**src/rtl/ninjakun_inp_pkg.sv**
```systemverilog
// Shared types and constants for the Ninjakun input-port arbiter.
// Holds the arbiter state encoding, port addresses and the SYNCFLG write rule.
package ninjakun_inp_pkg;

   typedef enum logic [1:0] {
      ST_IDLE  = 2'd0,
      ST_SERVE = 2'd1,
      ST_ACK   = 2'd2
   } inp_state_t;

   localparam logic [1:0] P_CTR1 = 2'd0;
   localparam logic [1:0] P_CTR2 = 2'd1;
   localparam logic [1:0] P_MISC = 2'd2;
   localparam logic [1:0] P_NONE = 2'd3;

   localparam logic [7:0] RD_IDLE = 8'hFF;

   // CPU0 raises flag0 / drops flag1; CPU1 does the mirror image. Both OD bits act together.
   function automatic logic [1:0] syncflg_write(input logic [1:0] flg, input logic cpu,
                                                input logic [1:0] od);
      logic [1:0] nxt;
      nxt = flg;
      if (od[1]) nxt[0] = ~cpu;
      if (od[0]) nxt[1] = cpu;
      return nxt;
   endfunction

endpackage

```
**src/rtl/ninjakun_inp_arb_if.sv**
```systemverilog
// Two-CPU request/ack bus plus VBLANK IRQ lines of the input-port arbiter.
// master = CPU bus decoders, slave = arbiter.
interface ninjakun_inp_arb_if;
   logic       REQ0, WE0, ACK0, IACK0, IRQ0;
   logic [1:0] AD0, OD0;
   logic [7:0] RD0;
   logic       REQ1, WE1, ACK1, IACK1, IRQ1;
   logic [1:0] AD1, OD1;
   logic [7:0] RD1;

   modport master (
      output REQ0, WE0, AD0, OD0, IACK0,
      output REQ1, WE1, AD1, OD1, IACK1,
      input  ACK0, RD0, IRQ0,
      input  ACK1, RD1, IRQ1
   );

   modport slave (
      input  REQ0, WE0, AD0, OD0, IACK0,
      input  REQ1, WE1, AD1, OD1, IACK1,
      output ACK0, RD0, IRQ0,
      output ACK1, RD1, IRQ1
   );
endinterface

```
**src/rtl/ninjakun_inp_sync.sv**
```systemverilog
// Multi-stage synchroniser for asynchronous panel/VBLK inputs into the INPCL domain.
// Depth, width and reset value are parameters.
module ninjakun_inp_sync #(
   parameter int               WIDTH   = 8,
   parameter int               STAGES  = 2,
   parameter logic [WIDTH-1:0] RST_VAL = '1
) (
   input  logic             INPCL,
   input  logic             RESET_N,
   input  logic [WIDTH-1:0] d,
   output logic [WIDTH-1:0] q
);

   logic [WIDTH-1:0] stg [STAGES];

   always_ff @(posedge INPCL or negedge RESET_N) begin
      if (!RESET_N) begin
         for (int i = 0; i < STAGES; i++) stg[i] <= RST_VAL;
      end else begin
         stg[0] <= d;
         for (int i = 1; i < STAGES; i++) stg[i] <= stg[i-1];
      end
   end

   assign q = stg[STAGES-1];

endmodule

```
**src/rtl/ninjakun_inp_arb.sv**
```systemverilog
// Round-robin arbiter of two CPUs onto the shared control-panel / SYNCFLG port bank.
// Optional VBLANK IRQ generation is enabled by defining NINJAKUN_INP_VBLIRQ_EN.
//
// state  | meaning
// IDLE   | wait for a request, pick winner, latch its WE/AD/OD
// SERVE  | perform the latched read or SYNCFLG write
// ACK    | registered ACK/RD pulse to the winner follows; back to IDLE
module ninjakun_inp_arb
   import ninjakun_inp_pkg::*;
#(
   parameter int SYNC_STAGES = 2,
   parameter int RR_INIT     = 0
) (
   input  logic              INPCL,
   input  logic              RESET_N,
   input  logic [1:0]        HWTYPE,
   input  logic [7:0]        CTR1i,
   input  logic [7:0]        CTR2i,
   input  logic [7:0]        CTR3i,
   input  logic              VBLK,
   ninjakun_inp_arb_if.slave bus
);

   logic [7:0] ctr1_s, ctr2_s, ctr3_s;
   logic       vblk_s;

   ninjakun_inp_sync #(.WIDTH(8), .STAGES(SYNC_STAGES), .RST_VAL(8'hFF)) u_sync_ctr1 (
      .INPCL(INPCL), .RESET_N(RESET_N), .d(CTR1i), .q(ctr1_s));
   ninjakun_inp_sync #(.WIDTH(8), .STAGES(SYNC_STAGES), .RST_VAL(8'hFF)) u_sync_ctr2 (
      .INPCL(INPCL), .RESET_N(RESET_N), .d(CTR2i), .q(ctr2_s));
   ninjakun_inp_sync #(.WIDTH(8), .STAGES(SYNC_STAGES), .RST_VAL(8'hFF)) u_sync_ctr3 (
      .INPCL(INPCL), .RESET_N(RESET_N), .d(CTR3i), .q(ctr3_s));
   ninjakun_inp_sync #(.WIDTH(1), .STAGES(SYNC_STAGES), .RST_VAL(1'b0)) u_sync_vblk (
      .INPCL(INPCL), .RESET_N(RESET_N), .d(VBLK), .q(vblk_s));

   inp_state_t state, state_nxt;
   logic       last, sel, we_q;
   logic [1:0] ad_q, od_q, syncflg;
   logic [7:0] rdata_q, rd_mux;
   logic       req0_m, req1_m, win;

   // A CPU whose ACK is on the bus this cycle has not yet dropped REQ; ignore it.
   assign req0_m = bus.REQ0 & ~bus.ACK0;
   assign req1_m = bus.REQ1 & ~bus.ACK1;
   assign win    = (req0_m & req1_m) ? ~last : req1_m;

   always_ff @(posedge INPCL or negedge RESET_N) begin
      if (!RESET_N) state <= ST_IDLE;
      else          state <= state_nxt;
   end

   always_comb begin
      state_nxt = state;
      unique case (state)
         ST_IDLE:  if (req0_m | req1_m) state_nxt = ST_SERVE;
         ST_SERVE: state_nxt = ST_ACK;
         ST_ACK:   state_nxt = ST_IDLE;
         default:  state_nxt = ST_IDLE;
      endcase
   end

   always_comb begin
      rd_mux = RD_IDLE;
      unique case (ad_q)
         P_CTR1:  rd_mux = ctr1_s;
         P_CTR2:  rd_mux = ctr2_s;
         P_MISC:  rd_mux = HWTYPE[1] ? {~vblk_s, ctr3_s[6:0]}
                                     : {4'b0000, syncflg, ~vblk_s, 1'b0};
         P_NONE:  rd_mux = RD_IDLE;
         default: rd_mux = RD_IDLE;
      endcase
   end

   always_ff @(posedge INPCL or negedge RESET_N) begin
      if (!RESET_N) begin
         last     <= (RR_INIT != 0);
         sel      <= 1'b0;
         we_q     <= 1'b0;
         ad_q     <= P_NONE;
         od_q     <= 2'b00;
         syncflg  <= 2'b00;
         rdata_q  <= RD_IDLE;
         bus.ACK0 <= 1'b0;
         bus.ACK1 <= 1'b0;
         bus.RD0  <= RD_IDLE;
         bus.RD1  <= RD_IDLE;
      end else begin
         bus.ACK0 <= 1'b0;
         bus.ACK1 <= 1'b0;
         unique case (state)
            ST_IDLE: if (req0_m | req1_m) begin
               last <= win;
               sel  <= win;
               we_q <= win ? bus.WE1 : bus.WE0;
               ad_q <= win ? bus.AD1 : bus.AD0;
               od_q <= win ? bus.OD1 : bus.OD0;
            end
            ST_SERVE: begin
               if (we_q) begin
                  syncflg <= syncflg_write(syncflg, sel, od_q);
                  rdata_q <= RD_IDLE;
               end else begin
                  rdata_q <= rd_mux;
               end
            end
            ST_ACK: begin
               if (sel) begin
                  bus.ACK1 <= 1'b1;
                  bus.RD1  <= rdata_q;
               end else begin
                  bus.ACK0 <= 1'b1;
                  bus.RD0  <= rdata_q;
               end
            end
            default: ;
         endcase
      end
   end

   logic unused_cfg;
   assign unused_cfg = ^{HWTYPE[0], ctr3_s[7]};

`ifdef NINJAKUN_INP_VBLIRQ_EN
   logic vblk_d, vblk_rise;
   assign vblk_rise = vblk_s & ~vblk_d;

   // A new VBLANK edge beats a simultaneous acknowledge.
   always_ff @(posedge INPCL or negedge RESET_N) begin
      if (!RESET_N) begin
         vblk_d   <= 1'b0;
         bus.IRQ0 <= 1'b0;
         bus.IRQ1 <= 1'b0;
      end else begin
         vblk_d <= vblk_s;
         if (vblk_rise)      bus.IRQ0 <= 1'b1;
         else if (bus.IACK0) bus.IRQ0 <= 1'b0;
         if (vblk_rise)      bus.IRQ1 <= 1'b1;
         else if (bus.IACK1) bus.IRQ1 <= 1'b0;
      end
   end
`else
   logic unused_iack;
   assign unused_iack = bus.IACK0 ^ bus.IACK1;
   assign bus.IRQ0    = 1'b0;
   assign bus.IRQ1    = 1'b0;
`endif

endmodule

```
**src/flat_wrapper.sv**
```systemverilog
// flat-port wrapper written by rule: the top's interface ports become plain ports
module ninjakun_inp_arb_flat import ninjakun_inp_pkg::*;
#(
   parameter int SYNC_STAGES = 2,
   parameter int RR_INIT     = 0
)
  (INPCL, RESET_N, HWTYPE, CTR1i, CTR2i, CTR3i, VBLK, bus_REQ0, bus_WE0, bus_AD0, bus_OD0, bus_IACK0, bus_REQ1, bus_WE1, bus_AD1, bus_OD1, bus_IACK1, bus_ACK0, bus_RD0, bus_IRQ0, bus_ACK1, bus_RD1, bus_IRQ1);
  ninjakun_inp_arb_if bus_i ();
  input  logic INPCL;
  input  logic RESET_N;
  input  logic [1:0] HWTYPE;
  input  logic [7:0] CTR1i;
  input  logic [7:0] CTR2i;
  input  logic [7:0] CTR3i;
  input  logic VBLK;
  input wire logic [$bits(bus_i.REQ0)-1:0] bus_REQ0;
  input wire logic [$bits(bus_i.WE0)-1:0] bus_WE0;
  input wire logic [$bits(bus_i.AD0)-1:0] bus_AD0;
  input wire logic [$bits(bus_i.OD0)-1:0] bus_OD0;
  input wire logic [$bits(bus_i.IACK0)-1:0] bus_IACK0;
  input wire logic [$bits(bus_i.REQ1)-1:0] bus_REQ1;
  input wire logic [$bits(bus_i.WE1)-1:0] bus_WE1;
  input wire logic [$bits(bus_i.AD1)-1:0] bus_AD1;
  input wire logic [$bits(bus_i.OD1)-1:0] bus_OD1;
  input wire logic [$bits(bus_i.IACK1)-1:0] bus_IACK1;
  output wire logic [$bits(bus_i.ACK0)-1:0] bus_ACK0;
  output wire logic [$bits(bus_i.RD0)-1:0] bus_RD0;
  output wire logic [$bits(bus_i.IRQ0)-1:0] bus_IRQ0;
  output wire logic [$bits(bus_i.ACK1)-1:0] bus_ACK1;
  output wire logic [$bits(bus_i.RD1)-1:0] bus_RD1;
  output wire logic [$bits(bus_i.IRQ1)-1:0] bus_IRQ1;
  assign bus_i.REQ0 = bus_REQ0;
  assign bus_i.WE0 = bus_WE0;
  assign bus_i.AD0 = bus_AD0;
  assign bus_i.OD0 = bus_OD0;
  assign bus_i.IACK0 = bus_IACK0;
  assign bus_i.REQ1 = bus_REQ1;
  assign bus_i.WE1 = bus_WE1;
  assign bus_i.AD1 = bus_AD1;
  assign bus_i.OD1 = bus_OD1;
  assign bus_i.IACK1 = bus_IACK1;
  assign bus_ACK0 = bus_i.ACK0;
  assign bus_RD0 = bus_i.RD0;
  assign bus_IRQ0 = bus_i.IRQ0;
  assign bus_ACK1 = bus_i.ACK1;
  assign bus_RD1 = bus_i.RD1;
  assign bus_IRQ1 = bus_i.IRQ1;
  ninjakun_inp_arb #(.SYNC_STAGES(SYNC_STAGES), .RR_INIT(RR_INIT)) u_core (.INPCL(INPCL), .RESET_N(RESET_N), .HWTYPE(HWTYPE), .CTR1i(CTR1i), .CTR2i(CTR2i), .CTR3i(CTR3i), .VBLK(VBLK), .bus(bus_i));
endmodule
```
**config.mk**
```make
export PLATFORM = sky130hd
export DESIGN_NAME = ninjakun_inp_arb_flat
export DESIGN_NICKNAME = d
export VERILOG_FILES = /design/src/rtl/ninjakun_inp_pkg.sv /design/src/rtl/ninjakun_inp_arb_if.sv /design/src/rtl/ninjakun_inp_sync.sv /design/src/rtl/ninjakun_inp_arb.sv /design/src/flat_wrapper.sv
export SDC_FILE = /design/constraint.sdc
export NUM_CORES = 1
export LEC_CHECK = 0
export BUFFER_PORTS_ARGS = -buffer_cell sky130_fd_sc_hd__buf_2
export CORE_MARGIN = 1.5
export CORE_UTILIZATION = 30
export DETAILED_ROUTE_END_ITERATION = 8
export PLACE_DENSITY = 0.57
export SYNTH_ARGS = -nofsm -noshare
export SYNTH_HDL_FRONTEND = slang
export SYNTH_SLANG_ARGS = --single-unit
```
**constraint.sdc**
```tcl
create_clock -name INPCL -period 1.67 [get_ports INPCL]
set_input_delay 0.0835 -clock INPCL [delete_from_list [all_inputs] [get_ports INPCL]]
set_output_delay 0.0835 -clock INPCL [all_outputs]
set_load 0.005 [all_outputs]
```
==> flow_metrics.tcl <==
set metrics [dict create \
    status "finished, final reports clean" \
    period_minus_slack_ps 1350 \
    hold_start "bus_OD0[1]" \
    start_util_pct 30.7 \
    post_drt_wl_per_cell_um 11.5 \
    dp_hpwl_um 3330 \
    ant_nets 0 \
    hold_viol 0 \
    mostFrequentLayoutCell "dfstp_2" \
    syn_area_per_cell_um2 14.8 \
    power_density_nw_per_um2 1520 \
    critPathCaptureType "flip-flop" \
    ys_ff_latch 84 \
    drt_iter0_drc 98 \
    post-route-util_pct 39.6 \
    ctsResizeCount 0 \
    rsz0062_at_grt "false" \
    drive_gt1_share_pct 58.5 \
    fp.dieW_um 103 \
    multi_input_area_um2 693 \
    start_kind "flip-flop" \
    async_flop_share_pct 100 \
    num_antenna_cells 0 \
    setup_ws_ps 318 \
    seq_area_frac_synth_pct 73.8 \
    path_buf_inv 0 \
    hold_slack_ps 47.2 \
    routed_wl_um 4920 \
    grt_first_pass_wirelength_um 8250 \
    firstDrtPassIters 4 \
    grt_remaining_overflow 0 \
    die_area_um2 10500 \
    fin_cells 427 \
    die-height_um 103 \
    clock_path_buffers 2 \
    numCtsBuffers 9 \
    grt_max_degree 41 \
    cts_tree "built" \
    final_area_um2 3840 \
    cts_root_buf "clkbuf_8" \
    syn-cell-area_um2 2970 \
    postSynthCellCount 201 \
    path_cells "nor2b_1, nand3_1, mux2_4" \
    crit_family "simple AND/OR/NAND/NOR gates" \
    cpPeakStageDelay_ps 420 \
    vias_per_cell 4.04 \
    crit_type "reg -> reg" \
    cts.sink_count 84 \
    worstMarginPinSlew_ps 518 \
    yosysUniqueCellTypes 29 \
    drc_errors 0 \
    final_nets 332 \
    io-pin-count 63 \
    antenna_found_initial 0 \
    synth_edf_count 0 \
    tns_ps 0 \
    clock_skew_ps 7.65 \
    place_congestion 0.677 \
    ys.flop_type "dfstp_2" \
    crit_required_ps 1910 \
    grtUsageTotal_pct 10.5 \
    ir_drop_v 0.000539 \
    fillers 928 \
    reg2reg_slack_ps 320 \
    power_leakage_nw 1.64 \
    worstPathMaxFanout 6 \
    io_buffers 56 \
    totalPowerFinal_mw 5.84 \
    cts_setup_buffers 0 \
    fmax_mhz 740 \
    seqCellArea_um2 2190 \
    crit_path_start "u_core.state[0]" \
    cap_violations 0 \
    grt_pass1_vias 1717 \
    pre_cts_slack_ps 325 \
    syn_to_final_growth_pct 29.1 \
    cts_max_level 3 \
    drv_slew 0 \
    yosys_warnings 0 \
    r2r-start "u_core.state[0]" \
    dp.cells 386 \
    hold_class "in -> reg" \
    final_cell_mix "72 x dfstp_2, 55 x buf_2, 29 x nand2_1" \
    core_area_um2 9680 \
    slowest_stage "dfrtp_1" \
    clock_latency_ps 350 \
    cp_data_arrival_time_ps 1590 \
    placed_cell_area_um2 3400 \
    clk_pin_slew_ps 90 \
    setup_viol 0 \
    fin_crit_sh_pct 81.0 \
    num_vias 1727 \
    num_rows 36 \
    slew_headroom_pct 65.4 \
]
## metal layers
metal | track usage [%] | share of wire (%) | vias up
li1 | - | - | 853
met5 | 0 | 0 | -
met3 | 3.73 | 4.8 | 6
met4 | 4.74 | 1.6 | 0
met1 | 13.6 | 47 | 822
met2 | 16.0 | 46 | 46
## flip-flops by register name, summed over array words and instances (netlist names), 7 cells and up
name and flops:
u_core.bus.RD0 8, u_core.rdata_q 8, u_core.bus.RD1 8, u_core.u_sync_ctr2.q 8
u_core.u_sync_ctr1.q 8, u_core.u_sync_ctr3.stg 7, u_core.u_sync_ctr2.stg 8, u_core.u_sync_ctr1.stg 8
u_core.u_sync_ctr3.q 7
## synthesized netlist by cell type (all sizes together) (3+ instances only)
| library cell | instances | area, um^2 |
|---|---|---|
| dfstp | 72 | 1890 |
| nand2 | 29 | 109 |
| nor2 | 14 | 55.1 |
| dfrtp | 12 | 300 |
| mux2 | 12 | 139 |
| buf | 11 | 78.8 |
| a31oi | 9 | 71.3 |
| mux2i | 6 | 60.1 |
| a21oi | 5 | 40.0 |
| a221oi | 5 | 43.8 |
| o21ai | 5 | 25.0 |
| a21o | 4 | 30.0 |
| a22oi | 3 | 22.5 |
| nor2b | 3 | 18.8 |
## kinds of logic (layout without fill, tap and decap cells)
group           Yosys count  count (layout)  share of synthesized area (%)
compound gates           32              32                           8.50
simple gates             52              52                           7.87
other cells               1               2                          0.126
flops                    84              84                           73.8
buf+inv                  14             106                           3.03
mux                      18              18                           6.69
## cell type report
type / instances / area share [%]
Inverter: 3 / 0.293
Tap cell: 133 / 4.34
Sequential cell: 84 / 57.1
Clock buffer: 9 / 3.23
Timing Repair Buffer: 87 / 15.4
Multi-Input combinational cell: 104 / 18.1
Clock inverter: 7 / 1.57
## power by group
| group | internal [mW] | switching (mW) | leakage, nW |
|---|---|---|---|
| Combinational | 0.720 | 0.704 | 0.639 |
| Clock | 0.565 | 0.754 | 0.0961 |
| Sequential | 2.74 | 0.356 | 0.903 |
## worst paths after layout
check / depth (start not counted) / endpoint
setup / recovery: 3 / u_core.syncflg[1]
hold / removal: 3 / u_core.od_q[1]
setup reg to reg: 3 / u_core.syncflg[1]
hold reg to reg: 0 / u_core.u_sync_ctr1.q[7]
max in group asynchronous: 3 / u_core.u_sync_ctr1.q[4]
min in group asynchronous: 2 / u_core.bus.ACK0
## tightest hold or removal path, stage by stage
cell and delay, ps:
buf_2 80, mux2i_1 70, a21oi_2 130
## repair_timing
item                                    4_1_cts  5_1_grt
endpoints found under the hold margin        34        0
endpoints found under the setup margin        0        0
hold buffers                                 25        0
Note: power is estimated with default switching activity, not from simulation.
